<file path="config.mk">
export PLATFORM = sky130hd
export DESIGN_NAME = uart_tx_fifo
export DESIGN_NICKNAME = d
export VERILOG_FILES = /design/src/rtl/uart_tx_fifo.sv
export SDC_FILE = /design/constraint.sdc
export NUM_CORES = 1
export LEC_CHECK = 0
export ABC_CLOCK_PERIOD_IN_PS = 4100
export CAP_MARGIN = 5
export CORE_MARGIN = 10
export CORE_UTILIZATION = 45
export DETAILED_ROUTE_END_ITERATION = 8
export HOLD_SLACK_MARGIN = 0.02
export PLACE_DENSITY = 0.73
export SLEW_MARGIN = 10
export SYNTH_ARGS = -nofsm -noshare
export SYNTH_HDL_FRONTEND = slang
export SYNTH_SLANG_ARGS = --single-unit
</file>
<file path="constraint.sdc">
create_clock -name clk -period 4.1 [get_ports clk]
set_clock_uncertainty 0.2 [all_clocks]
set_input_delay 1.23 -clock clk [delete_from_list [all_inputs] [get_ports clk]]
set_output_delay 1.23 -clock clk [all_outputs]
set_load 0.02 [all_outputs]
</file>
<file path="src/rtl/uart_tx_fifo.sv">
// Byte FIFO feeding async_transmitter: launches one byte per frame when the transmitter is idle.
// Build option UART_TX_FIFO_FLUSH_EN adds a one-cycle flush input that empties the FIFO.
module uart_tx_fifo #(
  parameter int DEPTH    = 16,
  parameter int ADDR_W   = 4,
  parameter int BUSY_TMO = 1023
) (
  input  logic              clk,
  input  logic              reset,
`ifdef UART_TX_FIFO_FLUSH_EN
  input  logic              flush,
`endif
  input  logic              wr_en,
  input  logic [7:0]        wr_data,
  output logic              full,
  output logic              empty,
  output logic [ADDR_W:0]   count,
  output logic              overflow,
  input  logic              tx_busy,
  output logic              tx_start,
  output logic [7:0]        tx_data
);

  typedef enum logic [1:0] {IDLE, START, WAIT_BUSY, WAIT_DONE} state_t;

  state_t            state;
  logic [7:0]        mem [DEPTH];
  logic [ADDR_W-1:0] wr_ptr;
  logic [ADDR_W-1:0] rd_ptr;
  logic [9:0]        tmo_cnt;
  logic              clr;
  logic              push;
  logic              pop;

`ifdef UART_TX_FIFO_FLUSH_EN
  assign clr = flush;
`else
  assign clr = 1'b0;
`endif

  assign full  = (count == (ADDR_W+1)'(DEPTH));
  assign empty = (count == '0);
  assign push  = wr_en & ~full & ~clr;
  assign pop   = (state == IDLE) & ~empty & ~tx_busy;

  always_ff @(posedge clk) begin
    if (push) mem[wr_ptr] <= wr_data;
  end

  // Flush wins over both pointers; a same-cycle pop still loads tx_data below.
  always_ff @(posedge clk or negedge reset) begin
    if (!reset) begin
      wr_ptr   <= '0;
      rd_ptr   <= '0;
      count    <= '0;
      overflow <= 1'b0;
    end else begin
      if (wr_en & full & ~clr) overflow <= 1'b1;
      if (clr) begin
        wr_ptr <= '0;
        rd_ptr <= '0;
        count  <= '0;
      end else begin
        if (push) wr_ptr <= wr_ptr + ADDR_W'(1);
        if (pop)  rd_ptr <= rd_ptr + ADDR_W'(1);
        if (push & ~pop)      count <= count + (ADDR_W+1)'(1);
        else if (pop & ~push) count <= count - (ADDR_W+1)'(1);
      end
    end
  end

  always_ff @(posedge clk or negedge reset) begin
    if (!reset) begin
      state    <= IDLE;
      tx_start <= 1'b0;
      tx_data  <= 8'h00;
      tmo_cnt  <= '0;
    end else begin
      tx_start <= 1'b0;
      case (state)
        IDLE: begin
          if (pop) begin
            tx_data  <= mem[rd_ptr];
            tx_start <= 1'b1;
            state    <= START;
          end
        end
        START: begin
          tmo_cnt <= '0;
          state   <= WAIT_BUSY;
        end
        WAIT_BUSY: begin
          // A transmitter that never acknowledges costs the byte; no retry.
          if (tx_busy)                          state   <= WAIT_DONE;
          else if (tmo_cnt == 10'(BUSY_TMO))    state   <= IDLE;
          else                                  tmo_cnt <= tmo_cnt + 10'd1;
        end
        WAIT_DONE: begin
          if (!tx_busy) state <= IDLE;
        end
        default: state <= IDLE;
      endcase
    end
  end

endmodule

</file>
==> results of run 1 <==
[cells in the final DEF (no fill, tap or decap), types with 2 or more instances in the layout]
| master | n |
|---|---|
| nand4_1 | 5 |
| dfrtp_1 | 34 |
| nor4_1 | 2 |
| inv_1 | 4 |
| bufinv_16 | 3 |
| inv_6 | 4 |
| and2_1 | 2 |
| ha_1 | 10 |
| o22ai_1 | 16 |
| a21o_1 | 3 |
| nor2_1 | 18 |
| nor3_1 | 8 |
| a21oi_1 | 11 |
| xnor2_1 | 9 |
| xor2_1 | 2 |
| clkbuf_16 | 17 |
| nand2_1 | 19 |
| a31oi_1 | 2 |
| mux2_2 | 10 |
| clkdlybuf4s50_1 | 27 |
| nand2b_1 | 4 |
| o211ai_1 | 3 |
| or3b_2 | 2 |
| clkinv_4 | 2 |
| o21ai_0 | 6 |
| and3_1 | 2 |
| clkbuf_8 | 3 |
| nand3_1 | 5 |
| mux4_2 | 32 |
| buf_4 | 20 |
| edfxtp_1 | 128 |
| mux2i_1 | 3 |
[critical path, stage by stage, from the launching register on]
cell and delay [ns]:
dfrtp_1 0.46, or4_1 0.61, nor2_1 0.11, clkdlybuf4s50_1 0.62
[kinds of logic (layout without fill, tap and decap cells)]
family,Yosys count,in the layout
AO/OA/AOI/OAI,49,49
XOR/XNOR,11,11
adder cells (fa/ha/maj),11,11
buffers and inverters,22,84
flip-flops,163,163
multiplexers,46,46
AND/OR/NAND/NOR,73,73
[layer usage]
metal  GRT usage  up-vias  wire [µm]
met5           0        -          0
met4      0.0490        0        160
met3      0.0461       15        823
met2       0.213      101       6320
met1       0.160     1787       5230
li1            -     1587          -
[state kept, by name, summed over array words and instances (netlist names)]
register and cells:
count 5, mem 128, overflow 1, rd_ptr 4, state 2, tmo_cnt 10, tx_data 8, tx_start 1
wr_ptr 4
[synth_stat cells, types with 2 or more instances]
library cell	instances	area share
nor2_1	18	0.010
mux2_2	10	0.017
ha_1	10	0.019
dfrtp_1	35	0.13
a21o_1	3	0.0034
o211ai_1	3	0.0034
nand3_1	5	0.0038
nor3_1	8	0.0060
and2_1	2	0.0019
or3b_2	2	0.0026
and3_1	2	0.0019
nand2b_1	4	0.0038
xor2_1	2	0.0026
buf_1	2	0.0011
edfxtp_1	128	0.58
mux4_2	32	0.11
xnor2_1	9	0.012
nand4_1	5	0.0047
a31oi_1	2	0.0019
o21ai_0	6	0.0045
nor4_1	2	0.0019
buf_2	3	0.0023
buf_4	4	0.0045
nand2_1	19	0.011
o22ai_1	16	0.015
inv_1	4	0.0023
a21oi_1	11	0.0083
clkbuf_1	8	0.0045
mux2i_1	3	0.0045
[report_power, final]
group          internal, µW  switching, µW
Sequential             2050            251
Combinational           794            774
Clock                  1020            648
Total                  3870           1670
[stage by stage]
step                hold slack [ns]  area, µm²  cells
floorplan                     0.286       6640    375
global placement              0.241       7210    589
detailed placement            0.251       7210    589
CTS                           0.264       7840    621
global route                  0.284       7840    621
finish                        0.257       7840    621
[path summary, 6_finish.rpt]
kind                                   to  depth (start not counted)
worst max register to register   count[4]                         10
max in group asynchronous       rd_ptr[2]                          1
worst min-delay path             overflow                          1
worst max-delay path                empty                          3
min in group asynchronous        overflow                          1
worst min register to register   overflow                          1
[cell type report]
class / instances / share of cell area
flip-flops and latches: 163 / 0.602
repair buffers: 48 / 0.0543
multi-input cells: 190 / 0.231
inverters: 4 / 0.00192
clock buffers: 20 / 0.0595
well taps: 184 / 0.0294
clock inverters: 12 / 0.0212
==> qor.yml, run 1 <==
grt_pass1_wl_um: 20100
peakVddDrop_v: 0.000364
viasPerCell: 5.62
numPortBuffers: 28
avgSynthCellArea_um2: 17.7
vias: 3490
synth.distinct_cells: 46
hp-class: "flip-flop to flip-flop"
reg2reg_slack_ns: 1.02
hpwl_um: 8180
setup_tns_ns: 0
drv_cap: 0
critPathKind: "flip-flop to primary output"
place.gp.congestion: 0.779
die_x_um: 141
cp.arrival_ns: 2.22
hold_violations: 0
cts_sinks: 163
numCtsBuffers: 17
leakagePower_uw: 0.00272
outcome: "complete, no violations"
synth-seq-cells: 163
syn_to_final_growth_pct: 18.0
ctsRootBufferMaster: "clkbuf_16"
wl_per_cell_um: 20.2
antenna_left: 0
synth_ff_type: "edfxtp_1"
rows: 44
worst-path-max-fanout: 6
power_uw: 5540
ctsHoldBuffers: 0
drive_gt1_frac: 0.240
gr-total-overflow: 0
tritoncts: "built"
dpl_worst_slack_ns: 0.265
coreArea_um2: 14500
worst_setup_path_start_kind: "flip-flop"
yosysWarnings: 0
postSynthCellCount: 375
grt_pass1_vias: 3654
finalCritPeriodShare: 0.889
start_util: 0.459
setup_violations: 0
drv_slew: 0
critPathCaptureType: "primary output"
io_pins: 29
fin_util: 0.541
finalCriticalPeriod_ns: 3.65
hp-start: "overflow"
multi_input_area_um2: 1810
startpoint: "count[0]"
cts_setup_buffers: 0
synthArstFlopShare: 0.215
drc: 0
synthSimpleGateAreaFrac: 0.0552
diodes: 0
worstMarginPinSlew_ns: 0.826
cts_resized: 0
synthMuxAreaShare: 0.132
cts_buffer_depth: 2
synth_top_family_by_area: "multiplexers"
dieArea_um2: 20000
syn_area_um2: 6640
first_pass_iters: 5
track_usage: 0.132
antenna_found_initial: 0
die_h_um: 141
synth_compound_area_frac: 0.0494
required_ns: 2.67
synthAdderAreaFrac: 0.0218
ys_seq_area_frac: 0.710
fin_nets: 447
worst_slack_ns: 0.454
clk_pin_slew_ns: 0.06
seq_area_um2: 4720
synth_fp_nets: 398
grt_max_degree: 36
htreeDepth: 4
r2r_start: "count[0]"
drtIter0Drc: 254
synth_edf_count: 128
fmax_ghz: 0.274
yosys.area_share.xor_xnor: 0.0145
clock_latency_ns: 0.42
finalWirelength_um: 12500
n_fill_cell: 1123
cellPowerDensity_nw_per_um2: 707
rsz0062_at_grt: "no"
maxSlewHeadroom: 0.450
No activity file was read; power rests on OpenSTA's default activity.
==> inputs of run 2 (changes only) <==
- CORE_UTILIZATION: 45 -> 40
- PLACE_DENSITY: 0.73 -> 0.68
==> run 2 against run 1 <==
Against the previous run: via count fell by 1.3%; largest power group unchanged; core utilization fell by 6.3 points; cell count rose by 5.6%; largest cell class unchanged; clock power fell by 5%.
==> qor.yml, run 2 (synthesis gave the netlist of run 1 again) <==
outcome: "complete, no violations"
final_cell_mix: "edfxtp_1 (128), dfrtp_1 (33), mux4_2 (32)"
reg.largest.list: "mem x128, tmo_cnt x10, tx_data x8"
cp.arrival_ns: 2.22
first_pass_iters: 4
cp.depth: 3
worstHoldPathCells: 1
worst_path_largest_cell_delay_ns: 0.62
ctsHoldBuffers: 0
required_ns: 2.67
gr-total-overflow: 0
cp_top_family: "simple AND/OR/NAND/NOR gates"
vias: 3444
cts_sinks: 163
rows: 47
viasPerCell: 5.25
worstMarginPinSlew_ns: 0.865
grt_pass1_wl_um: 20400
cts_buffer_depth: 2
start_util: 0.405
regMostFlops: "mem"
final_common_cell: "edfxtp_1"
drtIter0Drc: 204
final_area_um2: 7850
place.gp.congestion: 0.755
finalWirelength_um: 12700
drv_slew: 0
numPortBuffers: 28
peakVddDrop_v: 0.000337
grt_max_degree: 36
numCtsBuffers: 17
track_usage: 0.120
tritoncts: "built"
grt_pass1_vias: 3588
drc: 0
io_pins: 29
combPwrFrac: 0.271
diodes: 0
finalCritPeriodShare: 0.889
pwr-share-seq: 0.437
setup_violations: 0
ctsRootBufferMaster: "clkbuf_16"
hp-class: "flip-flop to flip-flop"
wl_per_cell_um: 19.4
syn_to_final_growth_pct: 18.2
clock_latency_ns: 0.42
hold_violations: 0
hpwl_um: 8010
swShare: 0.320
cts_setup_buffers: 0
cellPowerDensity_nw_per_um2: 697
p_sw_uw: 1750
critPathKind: "flip-flop to primary output"
die_h_um: 149
maxSlewHeadroom: 0.424
coreArea_um2: 16400
htreeDepth: 4
cts_resized: 0
finalCriticalPeriod_ns: 3.65
worst_setup_path_start_kind: "flip-flop"
fmax_ghz: 0.274
path_cells: "or4_1, nor2_1, clkdlybuf4s50_1"
die_x_um: 149
internal_power_uw: 3730
drv_cap: 0
antenna_found_initial: 0
critPathCaptureType: "primary output"
fin_nets: 446
dieArea_um2: 22200
p_clk_frac: 0.291
leakagePower_uw: 0.00270
critPathSlowestCell: "or4_1"
n_fill_cell: 1340
clk_pin_slew_ns: 0.07
antenna_left: 0
r2r_cells: 10
largest_register_ffs: 128
placed_cell_area_um2: 7240
rsz0062_at_grt: "no"
worst-path-max-fanout: 6
path_buf_inv: 1
drive_gt1_frac: 0.241
setup_tns_ns: 0
[run 2: area by class of cell]
cell class	count	area (µm²)	area share
clock buffers	17	425	0.0542
well taps	220	275	0.0350
inverters	4	15.0	0.00191
flip-flops and latches	163	4720	0.601
multi-input cells	190	1810	0.231
clock inverters	15	184	0.0234
repair buffers	47	418	0.0532
[run 2: path summary, 6_finish.rpt]
| path | end | from | slack (ns) |
|---|---|---|---|
| max | empty | count[0] | 0.45 |
| min | overflow | overflow | 0.26 |
| max reg2reg | count[4] | count[0] | 1.04 |
| min reg2reg | overflow | overflow | 0.26 |
| max in group asynchronous | rd_ptr[3] | reset | 2.39 |
| min in group asynchronous | count[0] | reset | 0.72 |
[run 2: worst reg2reg max path, stage by stage, from the launching register on]
cell     delay, ns
dfrtp_1       0.46
or4_1         0.62
o21a_1        0.21
inv_1         0.07
ha_1          0.16
inv_1         0.11
fa_1          0.42
a21o_1        0.20
a21oi_1       0.18
mux2i_1       0.23
xnor2_1       0.13
[run 2: layer usage]
layer,share of wire,wire (µm),track usage
met3,0.075,949,0.0306
met5,0,0,0
met2,0.50,6320,0.197
met1,0.42,5310,0.154
met4,0.0094,119,0.0363
[run 2: power groups by stage]
| stage | combinational (µW) | clock, µW | sequential [µW] |
|---|---|---|---|
| 2_1_floorplan | 1120 | 0 | 2290 |
| 3_3_place_gp | 1460 | 0 | 2420 |
| 3_5_place_dp | 1490 | 0 | 2430 |
| 4_1_cts | 1510 | 1620 | 2400 |
| 5_1_grt | 1630 | 1690 | 2450 |
| 6_report | 1490 | 1590 | 2390 |
[run 2: metrics by stage]
step	total power (µW)	utilization	std cells	worst slack, ns	hold slack, ns
2_1_floorplan	3420	-	375	0.681	0.286
3_3_place_gp	3880	0.442	624	0.330	0.239
3_5_place_dp	3930	0.442	624	0.243	0.252
4_1_cts	5540	0.479	656	0.418	0.268
5_1_grt	5770	0.479	656	0.365	0.278
6_report	5470	0.479	656	0.454	0.265
